**config.mk**
```make
export PLATFORM = sky130hd
export DESIGN_NAME = posit_extract_raw_es3_flat
export DESIGN_NICKNAME = d
export VERILOG_FILES = /design/src/rtl/posit_extract_raw_es3_pkg.sv /design/src/rtl/posit_extract_raw_es3_if.sv /design/src/rtl/posit_extract_raw_es3_regime.sv /design/src/rtl/posit_extract_raw_es3.sv /design/src/flat_wrapper.sv
export SDC_FILE = /design/constraint.sdc
export NUM_CORES = 1
export LEC_CHECK = 0
export BUFFER_PORTS_ARGS = -buffer_cell sky130_fd_sc_hd__buf_2
export CAP_MARGIN = 0
export CORE_ASPECT_RATIO = 0.5
export CORE_MARGIN = 8
export CORE_UTILIZATION = 61
export CTS_BUF_LIST = sky130_fd_sc_hd__clkbuf_4
export DETAILED_ROUTE_END_ITERATION = 10
export PLACE_DENSITY = 0.83
export REMOVE_ABC_BUFFERS = 1
export SYNTH_ARGS = -nofsm -noshare
export SYNTH_HDL_FRONTEND = slang
export SYNTH_SLANG_ARGS = --single-unit
```
**constraint.sdc**
```tcl
create_clock -name clk -period 5.8 [get_ports clk]
set_input_delay 0.87 -clock clk [delete_from_list [all_inputs] [get_ports clk]]
set_output_delay 0.87 -clock clk [all_outputs]
set_load 0.05 [all_outputs]
```
**src/rtl/posit_extract_raw_es3_pkg.sv**
```systemverilog
// Shared constants and the serialized raw-value layout for the es=3 posit datapath.
// Every es3 block that produces or consumes the 38-bit {sgn, scale, fraction, inf, zero} word imports this.
package posit_defines_es3;

    localparam int NBITS = 32;
    localparam int ES    = 3;
    localparam int FBITS = NBITS - 1 - 2 - ES;
    localparam int SBITS = 9;
    localparam int POSIT_SERIALIZED_WIDTH_ES3 = 1 + SBITS + FBITS + 2;

    localparam int SGN_POS   = 37;
    localparam int SCALE_MSB = 36;
    localparam int SCALE_LSB = 28;
    localparam int FRAC_MSB  = 27;
    localparam int FRAC_LSB  = 2;
    localparam int INF_POS   = 1;
    localparam int ZERO_POS  = 0;

    typedef struct packed {
        logic                    sgn;
        logic signed [SBITS-1:0] scale;
        logic [FBITS-1:0]        fraction;
        logic                    inf;
        logic                    zero;
    } value_t;

endpackage

```
**src/rtl/posit_extract_raw_es3_if.sv**
```systemverilog
// Operand-in / raw-value-out stream bundle of the es3 posit extractor.
// The master drives posit words and strobes; the slave returns decoded values.
interface posit_extract_raw_es3_if;
    import posit_defines_es3::*;

    logic [NBITS-1:0]                      in1;
    logic                                  in1_truncated;
    logic                                  start;
    logic [POSIT_SERIALIZED_WIDTH_ES3-1:0] result;
    logic                                  done;
    logic                                  truncated;

    modport master (
        output in1, in1_truncated, start,
        input  result, done, truncated
    );

    modport slave (
        input  in1, in1_truncated, start,
        output result, done, truncated
    );

endinterface

```
**src/rtl/posit_extract_raw_es3_regime.sv**
```systemverilog
// Combinational leading-run counter: length of the run of bits equal to pol,
// scanned from the MSB of vec downward (31 when the whole vector matches).
module posit_regime_count
    import posit_defines_es3::*;
(
    input  logic [NBITS-2:0] vec,
    input  logic             pol,
    output logic [4:0]       run_len
);

    logic [NBITS-2:0] flipped;

    // Flipping by polarity turns the run into leading zeros of one vector.
    for (genvar gi = 0; gi < NBITS - 1; gi++) begin : g_flip
        assign flipped[gi] = vec[gi] ^ pol;
    end

    always_comb begin
        run_len = 5'd31;
        for (int i = 0; i < NBITS - 1; i++) begin
            if (flipped[i]) begin
                run_len = 5'(NBITS - 2 - i);
            end
        end
    end

endmodule

```
**src/rtl/posit_extract_raw_es3.sv**
```systemverilog
// Three-stage es=3 posit decoder: sign/specials, regime strip, scale/fraction assembly.
// One operand per cycle; done is start delayed through the pipe, data stages run freely.
module posit_extract_raw_es3 #(
    parameter int NBITS = 32,
    parameter int ES    = 3,
    parameter int FBITS = NBITS - 1 - 2 - ES
) (
    input  logic                     clk,
    input  logic                     reset_n,
    posit_extract_raw_es3_if.slave   bus
);

    localparam int RW  = posit_defines_es3::POSIT_SERIALIZED_WIDTH_ES3;
    localparam int MW  = NBITS - 1;
    localparam int KW  = posit_defines_es3::SBITS - ES;
    localparam int RMW = ES + FBITS;

    if (NBITS != 32 || ES != 3 || FBITS != NBITS - 1 - 2 - ES) begin : g_bad_params
        $error("posit_extract_raw_es3 supports only NBITS=32, ES=3, FBITS=26");
    end

    logic           s0_valid_reg, s0_sgn_reg, s0_zero_reg, s0_inf_reg, s0_trunc_reg;
    logic [MW-1:0]  s0_mag_reg;
    logic [MW-1:0]  s0_mag_next;

    logic           s1_valid_reg, s1_sgn_reg, s1_zero_reg, s1_inf_reg, s1_trunc_reg;
    logic [KW-1:0]  s1_k_reg;
    logic [RMW-1:0] s1_rem_reg;
    logic [KW-1:0]  k_next;
    logic [RMW-1:0] rem_next;
    logic [4:0]     run_len;
    logic [5:0]     run_ext, shamt;

    logic           done_reg, trunc_reg;
    logic [RW-1:0]  result_reg, result_next;

    // Low bits of the 32-bit two's complement equal the 31-bit negation of the low bits.
    assign s0_mag_next = bus.in1[NBITS-1] ? (~bus.in1[MW-1:0] + MW'(1)) : bus.in1[MW-1:0];

    always_ff @(posedge clk or negedge reset_n) begin
        if (!reset_n) begin
            s0_valid_reg <= 1'b0;
            s0_sgn_reg   <= 1'b0;
            s0_zero_reg  <= 1'b0;
            s0_inf_reg   <= 1'b0;
            s0_trunc_reg <= 1'b0;
            s0_mag_reg   <= '0;
        end else begin
            s0_valid_reg <= (bus.start === 1'b1);
            s0_sgn_reg   <= bus.in1[NBITS-1];
            s0_zero_reg  <= (bus.in1 == '0);
            s0_inf_reg   <= (bus.in1 == {1'b1, {MW{1'b0}}});
            s0_trunc_reg <= bus.in1_truncated;
            s0_mag_reg   <= s0_mag_next;
        end
    end

    posit_regime_count u_regime_count (
        .vec     (s0_mag_reg),
        .pol     (s0_mag_reg[MW-1]),
        .run_len (run_len)
    );

    // An all-zero magnitude only occurs for zero/NaR or a freshly cleared pipe;
    // forcing k=0 keeps the assembled result at zero in the cleared case.
    always_comb begin
        run_ext = {1'b0, run_len};
        shamt   = run_ext + 6'd1;
        if (s0_mag_reg == '0) begin
            k_next = '0;
        end else if (s0_mag_reg[MW-1]) begin
            k_next = run_ext - 6'd1;
        end else begin
            k_next = 6'd0 - run_ext;
        end
        rem_next = RMW'((s0_mag_reg << shamt) >> 2);
    end

    always_ff @(posedge clk or negedge reset_n) begin
        if (!reset_n) begin
            s1_valid_reg <= 1'b0;
            s1_sgn_reg   <= 1'b0;
            s1_zero_reg  <= 1'b0;
            s1_inf_reg   <= 1'b0;
            s1_trunc_reg <= 1'b0;
            s1_k_reg     <= '0;
            s1_rem_reg   <= '0;
        end else begin
            s1_valid_reg <= s0_valid_reg;
            s1_sgn_reg   <= s0_sgn_reg;
            s1_zero_reg  <= s0_zero_reg;
            s1_inf_reg   <= s0_inf_reg;
            s1_trunc_reg <= s0_trunc_reg;
            s1_k_reg     <= k_next;
            s1_rem_reg   <= rem_next;
        end
    end

    // 8*k + exp has zero low bits in 8*k, so the scale is just {k, exp}.
    always_comb begin
        result_next = '0;
        if (s1_zero_reg) begin
            result_next[posit_defines_es3::ZERO_POS] = 1'b1;
        end else if (s1_inf_reg) begin
            result_next[posit_defines_es3::INF_POS] = 1'b1;
        end else begin
            result_next[posit_defines_es3::SGN_POS] = s1_sgn_reg;
            result_next[posit_defines_es3::SCALE_MSB:posit_defines_es3::SCALE_LSB] =
                {s1_k_reg, s1_rem_reg[RMW-1 -: ES]};
            result_next[posit_defines_es3::FRAC_MSB:posit_defines_es3::FRAC_LSB] =
                s1_rem_reg[FBITS-1:0];
        end
    end

    always_ff @(posedge clk or negedge reset_n) begin
        if (!reset_n) begin
            done_reg   <= 1'b0;
            trunc_reg  <= 1'b0;
            result_reg <= '0;
        end else begin
            done_reg   <= s1_valid_reg;
            trunc_reg  <= s1_trunc_reg;
            result_reg <= result_next;
        end
    end

    assign bus.result    = result_reg;
    assign bus.done      = done_reg;
    assign bus.truncated = trunc_reg;

endmodule
```
**src/flat_wrapper.sv**
```systemverilog
// flat-port wrapper written by rule: the top's interface ports become plain ports
module posit_extract_raw_es3_flat 
#(
    parameter int NBITS = 32,
    parameter int ES    = 3,
    parameter int FBITS = NBITS - 1 - 2 - ES
)
  (clk, reset_n, bus_in1, bus_in1_truncated, bus_start, bus_result, bus_done, bus_truncated);
  posit_extract_raw_es3_if bus_i ();
  input  logic clk;
  input  logic reset_n;
  input wire logic [$bits(bus_i.in1)-1:0] bus_in1;
  input wire logic [$bits(bus_i.in1_truncated)-1:0] bus_in1_truncated;
  input wire logic [$bits(bus_i.start)-1:0] bus_start;
  output wire logic [$bits(bus_i.result)-1:0] bus_result;
  output wire logic [$bits(bus_i.done)-1:0] bus_done;
  output wire logic [$bits(bus_i.truncated)-1:0] bus_truncated;
  assign bus_i.in1 = bus_in1;
  assign bus_i.in1_truncated = bus_in1_truncated;
  assign bus_i.start = bus_start;
  assign bus_result = bus_i.result;
  assign bus_done = bus_i.done;
  assign bus_truncated = bus_i.truncated;
  posit_extract_raw_es3 #(.NBITS(NBITS), .ES(ES), .FBITS(FBITS)) u_core (.clk(clk), .reset_n(reset_n), .bus(bus_i));
endmodule
```
# After elaboration in Yosys (flattened, before gate mapping)
# Index checks and enable logic that the tools add are counted.
[classes] n_reduce_logical=2 shift=1 div_mod_pow=0 multipliers=0 n_mux=37 n_lt_le_gt_ge=0 add_sub_neg=4 bitwise_logic=31 eq_ne=2
[ops] operator="5-bit two-way mux" n=29
[ops] operator="37-bit two-way mux" n=1
[ops] operator="36-bit two-way mux" n=1
[ops] operator="32-bit == test (second input constant)" n=1
[ops] operator="32-bit logical NOT" n=1
[ops] operator="31-bit by 1-bit adder with 31-bit output (second input constant)" n=1
[ops] operator="31-bit logical NOT" n=1
[ops] operator="31-bit two-way mux" n=1
[ops] operator="31-bit NOT" n=1
[ops] operator="31-bit by 6-bit << shifter with 31-bit output" n=1
[ops] operator="1-bit XOR" n=30
[ops] operator="6-bit two-way mux" n=2
[ops] operator="5-bit by 1-bit adder with 6-bit output (second input constant)" n=1
[ops] operator="1-bit by 5-bit subtractor with 6-bit output (first input constant)" n=1
[ops] operator="5-bit by 1-bit subtractor with 6-bit output (second input constant)" n=1
[ops] operator="1-bit two-way mux" n=3
[ops] operator="1-bit case equality test (second input constant)" n=1
[totals] output_inout_bits=40 wordCells=93 mem_bits_rw=0 n_memories=0 latch_bits=0 inputBits=36 mem_bits_ro=0 register_bits=116

# Longest topological paths before layout
[depth] ltp_word=34 depth_mapped=22 mapped_depth_nobuf=15

# Cells and area by module
# From an unflattened synthesis, not the netlist that was laid out.
[hier_totals] cells_unflattened=650 hier_area_um2=6655.1
[by_module_without_submodules] mod="posit_extract_raw_es3" cells_each=519 seq_area_each_um2=2902.8 instances=1 area_per_inst_um2=5896.9
[by_module_without_submodules] mod="posit_regime_count" cells_each=131 seq_area_each_um2=0.0 instances=1 area_per_inst_um2=758.2

# Worst setup path after synthesis
# OpenSTA, ideal clock, no wires.
[synth_timing] kind="register to register" from="register u_core.s0_mag_reg[30]" to="register u_core.s1_rem_reg[26]" required_ps=5663 path_buffers=6 stages_incl_launch_ff=17 arrival_ps=4427 synth_period_minus_slack_ps=4565 setup_ps=137 slack_ps=1235 cell_sequence="dfrtp_1 -> buf_4 -> buf_2 -> or4_1 -> o22ai_1 -> o311ai_4 -> o211ai_4 -> nand2_4 -> buf_6 -> buf_6 -> ha_1 -> clkbuf_1 -> buf_1 -> mux4_2 -> mux4_2 -> nand2_1 -> o221ai_2"
[synth_via] elab_chain_cells=33 word_cells_on_any_way=62 cone_classes="1 x add/sub; 1 x shift; 30 x mux; 30 x bitwise"
[synth_lines] item="start: declaration" line_no="posit_extract_raw_es3.sv:23" text="logic [MW-1:0] s0_mag_reg;"
[synth_lines] item="start signal: assignment" line_no="posit_extract_raw_es3.sv:54" text="s0_mag_reg <= s0_mag_next;"
[synth_lines] item="1-bit XOR" line_no="posit_extract_raw_es3_regime.sv:15" text="assign flipped[gi] = vec[gi] ^ pol;"
[synth_lines] item="1-bit two-way mux" line_no="posit_extract_raw_es3_regime.sv:21" text="if (flipped[i]) begin"
[synth_lines] item="5-bit two-way mux (29 in a row)" line_no="posit_extract_raw_es3_regime.sv:21"
[synth_lines] item="5-bit by 1-bit adder with 6-bit output" line_no="posit_extract_raw_es3.sv:68" text="shamt = run_ext + 6'd1;"
[synth_lines] item="31-bit by 6-bit << shifter with 31-bit output *" line_no="posit_extract_raw_es3.sv:76" text="rem_next = RMW'((s0_mag_reg << shamt) >> 2);"
[synth_lines] item="via u_core.rem_next[26]" line_no="posit_extract_raw_es3.sv:30" text="logic [RMW-1:0] rem_next;"
[synth_lines] item="end signal: assignment" line_no="posit_extract_raw_es3.sv:95" text="s1_rem_reg <= rem_next;"
[synth_lines] item="end: declaration" line_no="posit_extract_raw_es3.sv:28" text="logic [RMW-1:0] s1_rem_reg;"
# Mark *: on every way through the listed nets, which the timed path passes. The rest lies on a longest branch.

# Final worst setup path
[layout_timing] from="register u_core.s0_mag_reg[15]" to="register u_core.s1_rem_reg[28]"
[layout_via] elab_chain_cells=18
[layout_lines] item="1-bit XOR" line_no="posit_extract_raw_es3_regime.sv:15"
[layout_lines] item="5-bit two-way mux (15 in a row)" line_no="posit_extract_raw_es3_regime.sv:21"
[layout_lines] item="5-bit by 1-bit adder with 6-bit output" line_no="posit_extract_raw_es3.sv:68"
[layout_lines] item="31-bit by 6-bit << shifter with 31-bit output *" line_no="posit_extract_raw_es3.sv:76"
[layout_lines] item="via u_core.rem_next[28]" line_no="posit_extract_raw_es3.sv:30"
# Marked as above.

==> qor.csv <==
stage,metric,value,unit
die,fp-row-count,27,
yosys,synth-edff-count,0,
yosys,yosys_most_used_dff,dfrtp_1,
sta,slew_viol_final,0,
global_route,grt_pass1_vias,5217,
clocking,cts_max_level,4,
yosys,ys_seq_area_share,42.2,%
critical_path,regToRegSetupSlack,0.61,ns
sta,fin_crit,5.19,ns
sta,fmaxAchievable,193,MHz
critical_path,arrival,5.58,ns
worst_hold_path,min_from,u_core.s0_zero_reg,
cells_and_area,layout_commonest_cell,dfrtp_1,
sta,finalClockSkew,0.0228,ns
critical_path,worstRegToRegCells,14,
outcome,status,"complete, no violations",
die,die_y,91.1,um
die,start_util,62.6,%
detailed_routing,drt_iter0_markers,677,
detailed_routing,via_per_inst,6.30,
detailed_routing,vias,5479,
clocking,cts_num_sinks,116,
global_route,grt_pass1_wl,27.1,mm
critical_path,critPathLaunchType,flop,
worst_hold_path,min_path_cells,0,
yosys,synth_area,0.00687,mm^2
detailed_routing,wl_per_cell,18.7,um
yosys,syn_avg_cell_area,10.4,um^2
critical_path,crit_required,6.19,ns
sta,period_share,89.5,%
cells_and_area,syn_to_final_growth,9.96,%
clocking,clk_latency,0.52,ns
yosys,ys_seq_elements,116,
power_and_ir_drop,ir_worst_vdd,211,uV
yosys,synthSimpleGateAreaFrac,17.2,%
clocking,clockBufferDepth,2,
critical_path,crit_type,reg2reg,
clocking,cts_setup_buffers,0,
yosys,synth-compound-area-share,15.0,%
global_route,grt_max_degree,61,
clocking,cts_tree,done,
cells_and_area,multiInputGateArea,0.00365,mm^2
clocking,cts_buffers,17,
place,post-place-ws,0.716,ns
yosys,synth-async-reset-ratio,100,%
cells_and_area,diodes,0,
place,placedCellCount,838,
cells_and_area,drive_above_1_share,22.8,%
sta,layout_setup_ws,0.611,ns
critical_path,worstPathMaxFanout,23,
cells_and_area,final_nets,752,
critical_path,worstReg2RegStart,u_core.s0_mag_reg[15],
cells_and_area,ff_latch_area,0.00290,mm^2
cells_and_area,layout.cells.non_filler,870,
yosys,synthDistinctLibCells,75,
power_and_ir_drop,p_leak,3.28,nW
sta,fin_tns_setup,0,ns
detailed_routing,ant_nets,0,
critical_path,r2r_end,u_core.s1_rem_reg[28],
detailed_routing,drc,0,
yosys,synthMuxAreaShare,15.1,%
cells_and_area,final_cell_mix,"116 x dfrtp_1, 74 x buf_2, 52 x nand2_1",
die,io_pins,76,
power_and_ir_drop,p_per_area,434,mW/mm^2
clocking,clk_pin_slew,0.11,ns
die,dieArea,0.0151,mm^2
cells_and_area,nFillCells,842,
yosys,synthCells,664,
cells_and_area,final_cell_area,0.00756,mm^2
worst_hold_path,hp-class,reg2reg,
clocking,cts_resized,0,
place,gp_congestion,0.938,
clocking,root_buffer,clkbuf_4,
sta,rsz0062_at_grt,false,
sta,worst_pin_slew,1.08,ns
sta,setup_viol,0,
global_route,antenna_found_initial,0,
place,port-buffer-count,75,
global_route,grt.total_usage,21.8,%
yosys,synth-xor-area-share,4.82,%
die,die_x,166,um
global_route,grt-ovfl-total,0,
detailed_routing,wirelength,16.3,mm
sta,max_slew_margin,27.9,%
yosys,synth-adder-area-share,0.728,%
critical_path,endpoint_kind,flop,
yosys,yosys_warnings,0,
worst_hold_path,worstHoldEndpoint,u_core.s1_zero_reg,
yosys,synth_top_family_by_area,simple AND/OR/NAND/NOR gates,
place,dp_hpwl,11.4,mm
die,coreArea,0.0110,mm^2
detailed_routing,first_pass_iters,5,
place,placed_cell_area,0.00725,mm^2
power_and_ir_drop,power,3.28,mW
clocking,cts_hold_buffers,0,
sta,finalHoldViolCount,0,
cells_and_area,largest_register_ffs,38,
run,drv_cap,0,
## critical path: stages (launching register included)
cell and delay [ns]:
dfrtp_1 0.56, or4_1 0.59, a211o_1 0.29, o211a_2 0.15, o311ai_4 0.39, o211ai_4 0.16
nand2_4 0.29, inv_6 0.15, ha_1 0.32, xnor2_2 0.87, mux2i_1 0.30, mux2i_1 0.09
mux2i_1 0.36, mux2i_1 0.18, a211o_1 0.34
## how the worst max path moves through the flow
stage	start	end	slack (ns)	cells after the start
after global routing	u_core.s0_mag_reg[15]	u_core.s1_rem_reg[28]	0.32	14
after detailed placement	u_core.s0_mag_reg[15]	u_core.s1_rem_reg[28]	0.72	14
after global placement	u_core.s0_mag_reg[15]	u_core.s1_rem_reg[28]	0.79	14
after floorplan	u_core.s0_mag_reg[30]	u_core.s1_rem_reg[27]	-0.26	13
final	u_core.s0_mag_reg[15]	u_core.s1_rem_reg[28]	0.61	14
after CTS	u_core.s0_mag_reg[15]	u_core.s1_rem_reg[28]	0.68	14
## logic make-up after synthesis
| kind of cell | after synthesis |
|---|---|
| compound gates | 139 |
| flops | 116 |
| fa+ha+maj | 4 |
| simple gates | 224 |
| xor+xnor | 37 |
| mux | 74 |
| buf+inv | 70 |
## power breakdown
part / switching, mW / internal (mW) / total (mW)
registers: 0.127 / 1.05 / 1.18
logic: 0.950 / 0.522 / 1.47
clock network: 0.315 / 0.321 / 0.636
## cell type report
| cell class | instances | share of cell area (%) |
|---|---|---|
| multi-input cells | 478 | 48.3 |
| flip-flops and latches | 116 | 38.4 |
| repair buffers | 86 | 6.09 |
| well taps | 145 | 2.40 |
| clock buffers | 21 | 2.09 |
| clock inverters | 11 | 2.02 |
| inverters | 13 | 0.712 |
## layer usage
metal  track usage (%)  wire length, um  up-vias
met5                 0                0        -
met4              7.81              301        0
met3              5.96             1550       33
met2              31.5             6890      287
met1              31.0             7540     2644
li1                  -                -     2515
## cell usage after synthesis (3+ instances only)
master | instances | area share [%]
dfrtp_1 | 116 | 42
nand2_1 | 52 | 2.8
mux2i_1 | 46 | 6.7
and2_1 | 43 | 3.9
clkbuf_1 | 35 | 1.9
nor2_1 | 35 | 1.9
xnor2_1 | 32 | 4.1
a21oi_1 | 26 | 1.9
mux4_2 | 22 | 7.2
o21ai_0 | 21 | 1.5
nand3_1 | 20 | 1.5
nand2b_1 | 13 | 1.2
inv_1 | 12 | 0.66
nand4_1 | 10 | 0.91
nor3_1 | 10 | 0.73
buf_2 | 9 | 0.66
nor4_1 | 9 | 0.82
or4_1 | 9 | 0.98
o31ai_1 | 8 | 0.87
nor2b_1 | 7 | 0.64
o21ai_1 | 7 | 0.51
o22ai_1 | 7 | 0.64
buf_6 | 6 | 0.98
o41ai_1 | 6 | 0.76
a21boi_0 | 5 | 0.55
a31oi_1 | 5 | 0.46
a211o_1 | 4 | 0.51
a2bb2oi_1 | 4 | 0.51
ha_1 | 4 | 0.73
mux2_2 | 4 | 0.66
o21a_1 | 4 | 0.44
or3_1 | 4 | 0.36
xor2_1 | 4 | 0.51
a21o_1 | 3 | 0.33
buf_1 | 3 | 0.16
buf_4 | 3 | 0.33
o211a_1 | 3 | 0.44
o22a_1 | 3 | 0.38
or2_2 | 3 | 0.27
## stage by stage
stage	hold slack [ns]	utilization (%)
after detailed placement	0.335	66.0
after CTS	0.361	68.8
after global placement	0.332	66.0
after global routing	0.366	68.8
after floorplan	0.331	-
final	0.359	68.8
(Power assumes the default switching activity.)
